===== src/rtl/alu_pipe_w.sv =====
// rtl/alu_pipe_w.sv - registered Y86 ALU slice (ADD/SUB/AND/XOR) with valid/ready handshake and op counter
// Optional condition-code register (ZF/SF/OF) is built only when ALU_PIPE_CC_EN is defined.
module alu_pipe_w #(
  parameter int WIDTH = 64,
  parameter int CNT_W = 16
) (
  input  logic             clk,
  input  logic             rst_n,
  input  logic             in_valid,
  output logic             in_ready,
  input  logic [1:0]       op,
  input  logic [WIDTH-1:0] a,
  input  logic [WIDTH-1:0] b,
  input  logic             set_cc,
  output logic             out_valid,
  input  logic             out_ready,
  output logic [WIDTH-1:0] ans,
  output logic             zf,
  output logic             sf,
  output logic             of,
  output logic [CNT_W-1:0] op_count
);

  typedef enum logic {S_EMPTY = 1'b0, S_FULL = 1'b1} state_t;

  localparam logic [1:0] OP_ADD = 2'b00;
  localparam logic [1:0] OP_SUB = 2'b01;
  localparam logic [1:0] OP_AND = 2'b10;
  localparam logic [1:0] OP_XOR = 2'b11;

  state_t           r_state;
  logic [WIDTH-1:0] r_ans;
  logic [CNT_W-1:0] r_count;
  logic [WIDTH-1:0] w_result;
  logic             w_accept;

  // A consumed result frees the register in the same cycle, so a full stage still streams.
  assign in_ready  = (r_state == S_EMPTY) || out_ready;
  assign w_accept  = in_valid && in_ready;
  assign out_valid = (r_state == S_FULL);
  assign ans       = r_ans;
  assign op_count  = r_count;

  always_comb begin
    w_result = '0;
    case (op)
      OP_ADD:  w_result = a + b;
      OP_SUB:  w_result = a - b;
      OP_AND:  w_result = a & b;
      OP_XOR:  w_result = a ^ b;
      default: w_result = '0;
    endcase
  end

  always_ff @(posedge clk or negedge rst_n) begin
    if (!rst_n) begin
      r_state <= S_EMPTY;
      r_ans   <= '0;
    end else begin
      case (r_state)
        S_EMPTY: begin
          if (w_accept) begin
            r_state <= S_FULL;
            r_ans   <= w_result;
          end
        end
        S_FULL: begin
          if (w_accept) begin
            r_ans <= w_result;
          end else if (out_ready) begin
            r_state <= S_EMPTY;
          end
        end
        default: r_state <= S_EMPTY;
      endcase
    end
  end

  always_ff @(posedge clk or negedge rst_n) begin
    if (!rst_n) begin
      r_count <= '0;
    end else if (w_accept && (r_count != {CNT_W{1'b1}})) begin
      r_count <= r_count + CNT_W'(1);
    end
  end

`ifdef ALU_PIPE_CC_EN
  logic w_zf;
  logic w_sf;
  logic w_of;
  logic r_zf;
  logic r_sf;
  logic r_of;

  // Signed overflow: result sign disagrees with a when the operand signs make that impossible.
  always_comb begin
    w_zf = (w_result == '0);
    w_sf = w_result[WIDTH-1];
    w_of = 1'b0;
    case (op)
      OP_ADD:  w_of = (a[WIDTH-1] == b[WIDTH-1]) && (w_result[WIDTH-1] != a[WIDTH-1]);
      OP_SUB:  w_of = (a[WIDTH-1] != b[WIDTH-1]) && (w_result[WIDTH-1] != a[WIDTH-1]);
      default: w_of = 1'b0;
    endcase
  end

  always_ff @(posedge clk or negedge rst_n) begin
    if (!rst_n) begin
      r_zf <= 1'b1;
      r_sf <= 1'b0;
      r_of <= 1'b0;
    end else if (w_accept && set_cc) begin
      r_zf <= w_zf;
      r_sf <= w_sf;
      r_of <= w_of;
    end
  end

  assign zf = r_zf;
  assign sf = r_sf;
  assign of = r_of;
`else
  logic w_unused_cc;
  assign w_unused_cc = set_cc;
  assign zf = 1'b0;
  assign sf = 1'b0;
  assign of = 1'b0;
`endif

endmodule


===== config.mk =====
export PLATFORM = sky130hd
export DESIGN_NAME = alu_pipe_w
export DESIGN_NICKNAME = d
export VERILOG_FILES = /design/src/rtl/alu_pipe_w.sv
export SDC_FILE = /design/constraint.sdc
export NUM_CORES = 1
export LEC_CHECK = 0
export BUFFER_PORTS_ARGS = -buffer_cell sky130_fd_sc_hd__buf_2
export CAP_MARGIN = 20
export CORE_MARGIN = 2
export CORE_UTILIZATION = 57
export DETAILED_ROUTE_END_ITERATION = 8
export GPL_TIMING_DRIVEN = 1
export PLACE_DENSITY = 0.83
export SYNTH_ARGS = -nofsm -noshare
export SYNTH_HDL_FRONTEND = slang
export SYNTH_SLANG_ARGS = --single-unit

===== constraint.sdc =====
create_clock -name clk -period 2.5 [get_ports clk]
set_clock_uncertainty 0.1 [all_clocks]
set_input_delay 0.375 -clock clk [delete_from_list [all_inputs] [get_ports clk]]
set_output_delay 0.375 -clock clk [all_outputs]
set_load 0.01 [all_outputs]

==> run summary, run 1 <==
The root buffer selected by CTS is clkbuf_16. The mean post-synth cell area came out at 7.847 um2. The clock sink count came out at 81. Ranked by total cell area, the synthesized netlist is headed by dfrtp_1 20%, ha_1 16%, xnor2_1 6.7%. The placed instance count came out at 2087.

After the last repair the worst path ends at a register input. The overall track demand over capacity in global routing is 87.95%. Yosys printed 0 warnings. Counting flops with an async set or reset pin after synthesis yields a share of 100.0%. The main flop type after synthesis is dfrtp_1. The tool reported: "[ERROR GRT-0232] Routing congestion too high. Check the congestion heatmap in the GUI".

dfrtp_1 takes more of the synthesized area than any other cell. The H-tree was split into 3 levels. Summed over its instances, the top area cell type makes up 19.73% of the synthesized netlist area. Counting flops and latches in the post-synthesis netlist gives 81.

The floorplan step set the die height to 138.2 um. In this run the count of I/O pins placed on the die edge is 220. The total clock buffers created by CTS is 9. The maximum root-to-sink buffer count is 2. Detailed placement ended at an HPWL of 31700 um.

For this configuration, the core starts out at a cell density of 57.58%. The most common cell in the netlist is nand2_1. Summing the sequential cell areas from Yosys gives 19.73% of the chip area.

The synthesized design contains 0 enable-type register cells. The netlist uses 75 different library cells. The x dimension of the die came out at 138.2 um.

The number of standard cells after synthesis came out at 1309. The cell area after synthesis is 10270 um2. The site row count is 49. The pin count of the biggest net entering global routing is 62.

The flow stopped in 5_1_grt. The total of buffers placed on input and output ports is 215. When the last timing repair stopped, the worst path ended at ans[62]$_DFFE_PN0P_/D. The remaining global-route overflow is 364. The flow did not finish. The congestion estimate from routability-driven global placement came to 0.9984. After synthesis, the most frequently instantiated cells are 142 x nand2_1, 129 x ha_1, 124 x a21oi_1.
-- routing by layer --
metal / overflow / global-route usage (%)
met1: 1 / 85.86
met2: 203 / 103.1
met3: 6 / 72.60
met4: 153 / 97.15
met5: 1 / 34.59
-- logic make-up after synthesis --
| family | count (synthesis) | share of synthesized area [%] |
|---|---|---|
| muxes | 68 | 6.711 |
| AOI/OAI and AO/OA | 401 | 23.83 |
| xor gates and xnor gates | 129 | 11.00 |
| other | 1 | 0.03651 |
| and+or+nand+nor | 407 | 19.24 |
| buffers and inverters | 92 | 3.544 |
| DFF | 81 | 19.73 |
| adders and majority gates | 130 | 15.91 |
-- what timing repair did --
action / in CTS
pin swaps: 140
endpoints found under the hold margin: 35
endpoints found under the setup margin: 57
resized for setup: 260
hold buffers: 1
buffers inserted: 49
-- through the flow --
| step | utilization, % | worst slack, ns | instance area, um2 |
|---|---|---|---|
| 3_3_place_gp | 82.84 | -2.360 | 14780 |
| 2_1_floorplan | - | -2.140 | 10690 |
| 3_5_place_dp | 82.84 | -2.559 | 14780 |
| 4_1_cts | 92.22 | -1.858 | 16450 |
==> run 2, diff against run 1 <==
--- a/config.mk
+++ b/config.mk
@@ -8,10 +8,10 @@
 export BUFFER_PORTS_ARGS = -buffer_cell sky130_fd_sc_hd__buf_2
 export CAP_MARGIN = 20
 export CORE_MARGIN = 2
-export CORE_UTILIZATION = 57
+export CORE_UTILIZATION = 40
 export DETAILED_ROUTE_END_ITERATION = 8
 export GPL_TIMING_DRIVEN = 1
-export PLACE_DENSITY = 0.83
+export PLACE_DENSITY_LB_ADDON = 0.15
 export SYNTH_ARGS = -nofsm -noshare
 export SYNTH_HDL_FRONTEND = slang
 export SYNTH_SLANG_ARGS = --single-unit
==> run summary, run 2 <==
The run finished, with violations left. The checks that failed: setup timing. The portion of the post-synthesis area used by sequential elements came out at 19.73% (unchanged). Of the total power, the share spent switching nets is 42.00%.

Global routing used 29.28% of the available tracks across all layers. The number of distinct standard cells referenced by the synthesized netlist came to 75 (unchanged). The area share of and/or/nand/nor cells after synthesis is 19.24% (unchanged). The total area inside the core boundary comes to 25180 um2. The finished layout holds 2245 standard cells, fillers aside.

For the worst setup path, the data arrival time is 4.75 ns. The flip-flop count of the largest register, all copies and words added is 64. The fraction of the mapped netlist area in compound gates came out at 23.82% (unchanged). Leaving out fill and tap cells, the most frequent cell in the layout is buf_4.

The total number of vias is 12350. In this run the tightest slew margin relative to its limit is 43.62%. The kind of start point of the critical path is a primary input. The register share of total power is 22.6%. The site row count came out at 58 (+18%).

The share of cell area taken by muxes after synthesis came to 6.711% (unchanged). The share of cells above drive strength 1 came out at 46.73%. The count of nets left with antenna violations once routing finished came out at 0. The clock insertion delay at the later pin of the skew report is 0.36 ns. The endpoint required time on the critical path is 2.69 ns. For this run, the post-layout net count is 2173.

The critical path contains buffers and inverters numbering 2 combined. The maximum level of the CTS H-tree came out at 3 (unchanged). The kind of cell with the highest combined delay along the critical path is simple AND/OR/NAND/NOR gates.

The first global-routing pass estimated 62020 um of wire. The final period utilization is 182.4%. The vias per cell is 5.501. The mean post-synth cell area is 7.847 um2 (unchanged). The routed design has 40730 um of wire. The area overhead of the layout relative to synthesis is 62.40%. The x dimension of the die came out at 164.3 um (+19%).

The most common cell in the synthesized netlist is nand2_1. The maximum clock frequency is 0.2193 GHz. The remaining global-route overflow came out at 0. The internal power came out at 4.614 mW. The final period demand of the worst path is 4.560 ns. TritonCTS built the clock tree. The clock sink count came out at 81 (unchanged). The fraction of synthesis flops using an asynchronous set or reset pin is 100.0% (unchanged). The die area is 26980 um2.

The post-placement worst setup slack came out at -2.480 ns (+0.07958 ns). The worst hold path belongs to the class primary input to register. The proportion of power drawn by the clock network is 17.8%. The number of enable-type register cells in the synthesized netlist is 0 (unchanged). The clock transition at the registers of the reported paths is 0.08 ns. The maximum root-to-sink buffer count came out at 2 (unchanged). In this run the power spent charging and discharging nets is 3.341 mW.

The total I/O pin count came out at 220 (unchanged). The power density over the cells is 476.8 nW/um2. The reg-to-reg setup timing slack is 0.34 ns. Leaving out fill and tap cells, the most frequent cells in the layout are 390 x buf_4, 206 x buf_2, 125 x nand2_1. The worst-case IR drop observed on VDD is 394.5 uV.

In the routed design, unresolved DRC markers number 0. The final number of max-transition violations is 0. The largest individual stage delay along the critical path comes from the cell or4_4. The placed instance count came out at 2174 (+4.2%). STA classifies the critical path endpoint as a register. The total of buffers placed on input and output ports is 215 (unchanged). The number of standard cells after synthesis is 1309 (unchanged). The cell area after synthesis is 10270 um2 (unchanged). The post-synthesis register bit count came out at 81 (unchanged).

The combinational cell fraction of total power came out at 59.7%. The detailed router finished its first iteration with 772 violations. The dominant cell type by area after synthesis is dfrtp_1. The biggest fanout along the worst timing path came out at 4.

After synthesis, the largest family of logic cells by area is compound AO/OA/AOI/OAI gates. The number of antenna violations at the first check in global routing came out at 2. The adder-cell share of the synthesized area is 15.91% (unchanged). The post-synthesis share of cell area spent on xor and xnor gates was 11.00% (unchanged).

The signal on the critical path passes through buf_6 -> or3_4 -> or3_4 -> or4_4 -> nor3b_4 -> nand2_4 -> buf_4 -> nor3_4 -> a21oi_1 -> xnor2_1 -> ha_1 -> a21oi_2 -> o21bai_1 -> a31oi_1 -> o21ai_1 -> or4b_1 -> a2111o_1 -> nand3_1. For this design the static power due to leakage is 8.206 nW. The root buffer selected by CTS is clkbuf_16. The number of global-route vias before repair is 12070.

The detailed-placement wirelength estimate came out at 31520 um (-0.55%). Max-cap violations in this run came to 0. The total clock buffers created by CTS came out at 9 (unchanged). The iteration count of the initial detailed-routing pass is 5.

The final worst setup slack came out at -2.060 ns. In the synthesized netlist the dominant register cell turns out to be dfrtp_1. The per-cell routed wire length is 18.14 um. The critical path's most frequent cell is or3_4.

By count the netlist is led by 142 x nand2_1, 129 x ha_1, 124 x a21oi_1. The number of warning messages in the yosys log is 0 (unchanged). The count of endpoints failing hold in the final timing report is 0. The final weighted congestion of routability-driven global placement is 0.9190 (-8.0%). By area the synthesized netlist is led by dfrtp_1 20%, ha_1 16%, xnor2_1 6.7%. The final-layout setup total negative slack is -72.81 ns. The biggest cell delay along the critical path came out at 0.56 ns. The pin count of the biggest net entering global routing is 62.

Setup repair after global routing could not meet its margin everywhere. The starting density of the core came to 40.79% (-17 points). The critical path in this run is classified as primary input to register.

The area fraction of the dominant cell type after synthesis is 19.73% (unchanged). The die height is 164.3 um (+19%). Setup violations remaining at the end of the flow were counted as 56. The actual transition at the worst max-transition pin came out at 0.8457 ns.
## run 2: cell counts after synthesis
No cell type changed its count.
## run 2: per-stage QoR
step	hold slack, ns	power (mW)	utilization, %	instance area, um2
after CTS	0.1582	7.703	63.41	15970
final	0.1645	7.955	66.25	16680
after detailed placement	0.3588	5.912	58.73	14790
after global placement	0.3535	5.856	58.73	14790
after global routing	0.1619	8.462	66.24	16680
after floorplan	-0.02059	3.994	-	10690
## run 2: logic make-up after synthesis
logic type	after synthesis
compound gates	401
xor+xnor	129
fa+ha+maj	130
buf+inv	92
flops	81
mux	68
other cells	1
simple gates	407
## run 2: per-layer routing
metal / part of all wire [%] / global-route usage, % / vias to the layer above
met1: 43 / 37.71 / 5895
met4: 3.2 / 10.09 / 0
met3: 4.7 / 3.131 / 74
met5: 0 / 0 / -
met2: 49 / 50.72 / 394
li1: - / - / 5986
## run 2: final timing paths
path                                   from            to  cells past startpoint
worst max-delay path                  b[29]       ans[62]                     18
min in group asynchronous             rst_n  op_count[14]                      3
worst min register to register      ans[21]       ans[21]                      2
worst min-delay path               in_valid     out_valid                      2
max in group asynchronous             rst_n       ans[63]                      3
worst max register to register  op_count[5]   op_count[8]                      9
## run 2: worst reg2reg max path: stages, from the launching register on
cell     delay [ns]
dfrtp_1        0.45
and4_1         0.26
nand4_1        0.11
nor2_1         0.07
nand3_1        0.10
o21a_1         0.25
nand2_1        0.13
nor2_1         0.27
nand4_1        0.16
xnor2_1        0.15
## run 2: layout make-up
| cell class | instances | area (um2) |
|---|---|---|
| Multi-Input combinational cell | 1138 | 9246 |
| Fill cell | 2169 | 8499 |
| Timing Repair Buffer | 648 | 4582 |
| Sequential cell | 81 | 2027 |
| Tap cell | 330 | 412.9 |
| Clock buffer | 9 | 225.2 |
| Inverter | 30 | 115.1 |
| Clock inverter | 7 | 68.82 |
| Antenna cell | 2 | 5.005 |
## run 2: what timing repair did
action | in CTS | in global routing
pin swaps | 96 | 100
cloned | 0 | 0
hold endpoints to repair | 24 | 0
setup endpoints to repair | 56 | 56
buffers inserted | 38 | 27
resized for setup | 168 | 131
hold buffers | 1 | 0
## run 2: power groups by stage
stage               sequential (mW)  combinational (mW)  clock [mW]
global placement               1.81                4.04           0
detailed placement             1.82                4.09           0
CTS                            1.80                4.46        1.44
floorplan                      1.92                2.07           0
finish                         1.80                4.75        1.41
global route                   1.83                5.13        1.50
Power figures use the tool's default switching activity.
==> run 3, diff against run 2 <==
--- a/config.mk
+++ b/config.mk
@@ -5,6 +5,7 @@
 export SDC_FILE = /design/constraint.sdc
 export NUM_CORES = 1
 export LEC_CHECK = 0
+export ABC_AREA = 1
 export BUFFER_PORTS_ARGS = -buffer_cell sky130_fd_sc_hd__buf_2
 export CAP_MARGIN = 20
 export CORE_MARGIN = 2
==> run summary, run 3 <==
The run finished, with violations left. The final reports fail on setup timing. The global-route wire length before repair came out at 88020 um (+42%).

The number of global-route vias before repair is 15850 (+31%). The final-layout setup total negative slack came to -33.71 ns (+39.10 ns). The die area is 32900 um2 (+22%).

The final period utilization is 133.5% (-49 points). The number of DRC violations after detailed-routing iteration 0 came out at 1071 (+39%). The flip-flop count of the largest register, all copies and words added is 64 (unchanged).

The maximum root-to-sink buffer count was 2 (unchanged). By area, the combinational part of the netlist is dominated by simple AND/OR/NAND/NOR gates. Setup repair after global routing could not meet its margin everywhere.

Yosys attributes the largest share of cell area to nand2_1 21%, dfrtp_1 16%, ha_1 13%. The die height came out at 181.4 um (+10%). The routing usage on met1 came out at 47.38% (+9.7 points).

CTS placed an instance of clkbuf_16 at the clock tree root. The total of buffers placed on input and output ports is 215 (unchanged). The endpoint required time on the critical path came out at 2.72 ns (+0.03 ns).

The total number of vias is 16500 (+34%). The clock transition at the registers of the reported paths is 0.07 ns (about the same). The remaining global-route overflow is 0 (unchanged).

The count of endpoints failing hold in the final timing report was 0 (unchanged). The number of warning messages in the yosys log is 0 (unchanged). The number of inserted diodes is 0 (-2). The family with the most delay on the worst path is simple AND/OR/NAND/NOR gates. The commonest non-fill, non-tap cell in the layout is nand2_1. The standard cell area after detailed placement is 17460 um2 (+18%). The area fraction of the dominant cell type after synthesis came out at 21.45% (+1.7 points). In the layout the commonest cells are 519 x nand2_1, 400 x buf_4, 329 x inv_1. The final period demand of the worst path came out at 3.337 ns (-1.223 ns). The mean post-synth cell area is 5.770 um2 (-26%). The number of nets with antenna violations after routing was 0 (unchanged). The worst setup path is launched from a primary input. The share of cells above drive strength 1 is 44.88% (-1.8 points). The fill cell instance count of the final layout came out at 2842 (+31%). The worst slew slack as a fraction of its limit is 63.21% (+20 points).

The critical path is of the primary input to register type. The final number of max-transition violations came out at 0 (unchanged). The actual transition at the worst max-transition pin came to 0.5519 ns (-0.2938 ns). The cell area after synthesis is 12580 um2 (+23%). The total setup violations reported at the end of the flow is 56 (unchanged).

The site row count is 64 (+10%). The met2 track demand over resource is 55.91% (+5.2 points). The cell with the largest stage delay on the worst path is ha_4.

The placed instance count came to 3141 (+44%). The logic depth of the worst register-to-register path is 9 (unchanged). The hold path depth is 3 (+1).

The main flop type after synthesis is dfrtp_1. The most used routing layer is met2. The iteration count of the initial detailed-routing pass is 5 (unchanged). After synthesis, the most frequently instantiated cells are 719 x nand2_1, 369 x inv_1, 247 x nor2_1. The clock sink count is 81 (unchanged). The vias per cell is 5.124 (-6.9%).

Among all cell types in the netlist, the one instantiated most often is nand2_1. The per-cell routed wire length was 18.53 um (+2.1%). The overall track demand over capacity in global routing is 35.04% (+5.8 points). The final instance count without filler cells came out at 3221 (+43%).

The final non-filler cell area is 20610 um2 (+24%). The static leakage is 10.97 nW (+34%). The post-layout net count was 3085 (+42%). The peak supply drop is 357.0 uV (-9.5%). The adder-cell share of the synthesized area is 12.98% (-2.9 points). The total clock buffers created by CTS is 9 (unchanged). The area share of and/or/nand/nor cells after synthesis is 40.34% (+21 points). The final worst setup slack came out at -0.8367 ns (+1.223 ns).

The biggest fanout along the worst timing path was 3 (-1). TritonCTS built the clock tree. Walking the worst path, the cells encountered are buf_6 -> nor2_4 -> nand2_2 -> nor2_4 -> buf_12 -> nand3_4 -> inv_6 -> nand3b_1 -> nand2_2 -> nand2_2 -> buf_6 -> nor2_4 -> xor2_2 -> ha_4 -> buf_4 -> a21oi_4 -> nand2_2 -> a21oi_2 -> nand2_2 -> a21oi_4 -> nand2_1 -> nand2_1 -> nand3_1 -> a21oi_1.

The number of standard cells after synthesis came out at 2181 (+67%). The number of design rule violations left after detail routing came out at 0 (unchanged). The power density over the cells was 406.6 nW/um2 (-15%). The placeable core region is 30750 um2 (+22%). The max-capacitance violation count came out at 0 (unchanged). The starting density of the core came out at 40.93% (+0.13 points). The data arrival time at the worst-slack endpoint is 3.55 ns (-1.20 ns). Counting stages on the worst path, the most repeated cell is nand2_2. The fraction of the mapped netlist area in compound gates came out at 11.84% (-12 points). The fraction of synthesis flops using an asynchronous set or reset pin came out at 100.0% (unchanged). The portion of the post-synthesis area used by sequential elements is 16.11% (-3.6 points). The clock insertion delay at the later pin of the skew report is 0.38 ns (+0.02 ns). The aggregate routed wire length came out at 59680 um (+47%). The area overhead of the layout relative to synthesis is 63.80%. The post-synthesis share of cell area spent on xor and xnor gates came out at 5.498% (-5.5 points). The reg-to-reg setup timing slack is 0.47 ns (+0.13 ns). The number of distinct standard cells referenced by the synthesized netlist came to 48 (-36%). The worst hold-check path type is primary input to register. The worst hold slack after final layout came out at 0.1158 ns (-0.04876 ns). The detailed-placement wirelength estimate is 48010 um (+52%). STA classifies the critical path endpoint as a register. The number of antenna violations at the first check in global routing was 0 (-2). The met3 usage in global routing came to 6.237% (+3.1 points).

The post-synthesis register bit count is 81 (unchanged). The share of cell area taken by muxes after synthesis came out at 0.08948% (-6.6 points). The total I/O pin count is 220 (unchanged).

The final weighted congestion of routability-driven global placement was 1.001 (+9.0%). The number of enable-type register cells in the synthesized netlist came out at 0 (unchanged). Of all cell types, the one taking the most synthesized area is nand2_1. The maximum clock frequency came to 0.2997 GHz (+37%). The maximum level of the CTS H-tree came to 3 (unchanged). The number of buffer and inverter instances along the worst setup path came out at 5 (+3). The total number of cells along the worst setup path is 24 (+6). The x dimension of the die is 181.4 um (+10%). The pin count of the biggest net entering global routing is 64 (+3.2%).

The biggest cell delay along the critical path is 0.25 ns (-0.31 ns).
[run 3: changes by cell type in the layout (fill, tap and decap cells not counted), moves of 60 or more]
cell	before	now
mux2i_1	60	0
nand2_2	8	174
nand3_1	23	98
nor2_1	80	156
nand2_1	125	519
inv_1	27	329
[run 3: per-stage QoR]
stage | power [mW] | utilization [%] | setup WS, ns
after floorplan | 3.941 | - | -0.4170
after global routing | 8.897 | 67.04 | -0.9713
after detailed placement | 5.899 | 56.79 | -1.502
after CTS | 7.833 | 62.21 | -0.7784
final | 8.381 | 67.04 | -0.8367
after global placement | 5.853 | 56.79 | -1.486
[run 3: cell families after synthesis]
kind of cell | count (synthesis)
mux | 1
simple gates | 1211
flops | 81
xor+xnor | 79
other cells | 1
fa+ha+maj | 130
compound gates | 247
buf+inv | 431
[run 3: area by class of cell]
class	count	area (um2)	share of cell area [%]
tap	396	495.5	2.404
sequential	81	2027	9.833
timing repair buffer	669	4891	23.73
clock inverter	7	81.33	0.3945
inverter	388	1506	7.308
clock buffer	9	225.2	1.093
multi-input combinational	1671	11390	55.24
[run 3: what timing repair did]
item,4_1_cts,5_1_grt
hold buffers,1,0
endpoints found under the setup margin,56,58
cloned,0,1
buffers inserted,38,27
endpoints found under the hold margin,9,0
resized for setup,280,357
pin swaps,123,168
[run 3: tightest hold or removal path, stage by stage]
cell and delay [ns]:
buf_2 0.10, inv_1 0.04, nand2_1 0.05
[run 3: per-layer routing]
layer	wire [um]	vias to the layer above	part of all wire (%)
met4	2111	0	3.5
met2	26810	513	45
met3	3948	90	6.6
met1	26810	7747	45
li1	-	8153	-
met5	0	-	0
[run 3: final timing paths]
path,from,to
min in group asynchronous,rst_n,ans[8]
worst min-delay path,in_valid,out_valid
max in group asynchronous,rst_n,ans[35]
worst min register to register,op_count[9],op_count[9]
worst max-delay path,b[3],ans[62]
worst max register to register,op_count[0],op_count[14]
[run 3: where the power goes]
part	internal, mW	switching (mW)	total (mW)	leakage, nW
registers	1.56	0.185	1.74	0.940
clock network	0.793	0.720	1.51	0.153
logic	2.19	2.94	5.13	9.87
total	4.54	3.84	8.38	11.0
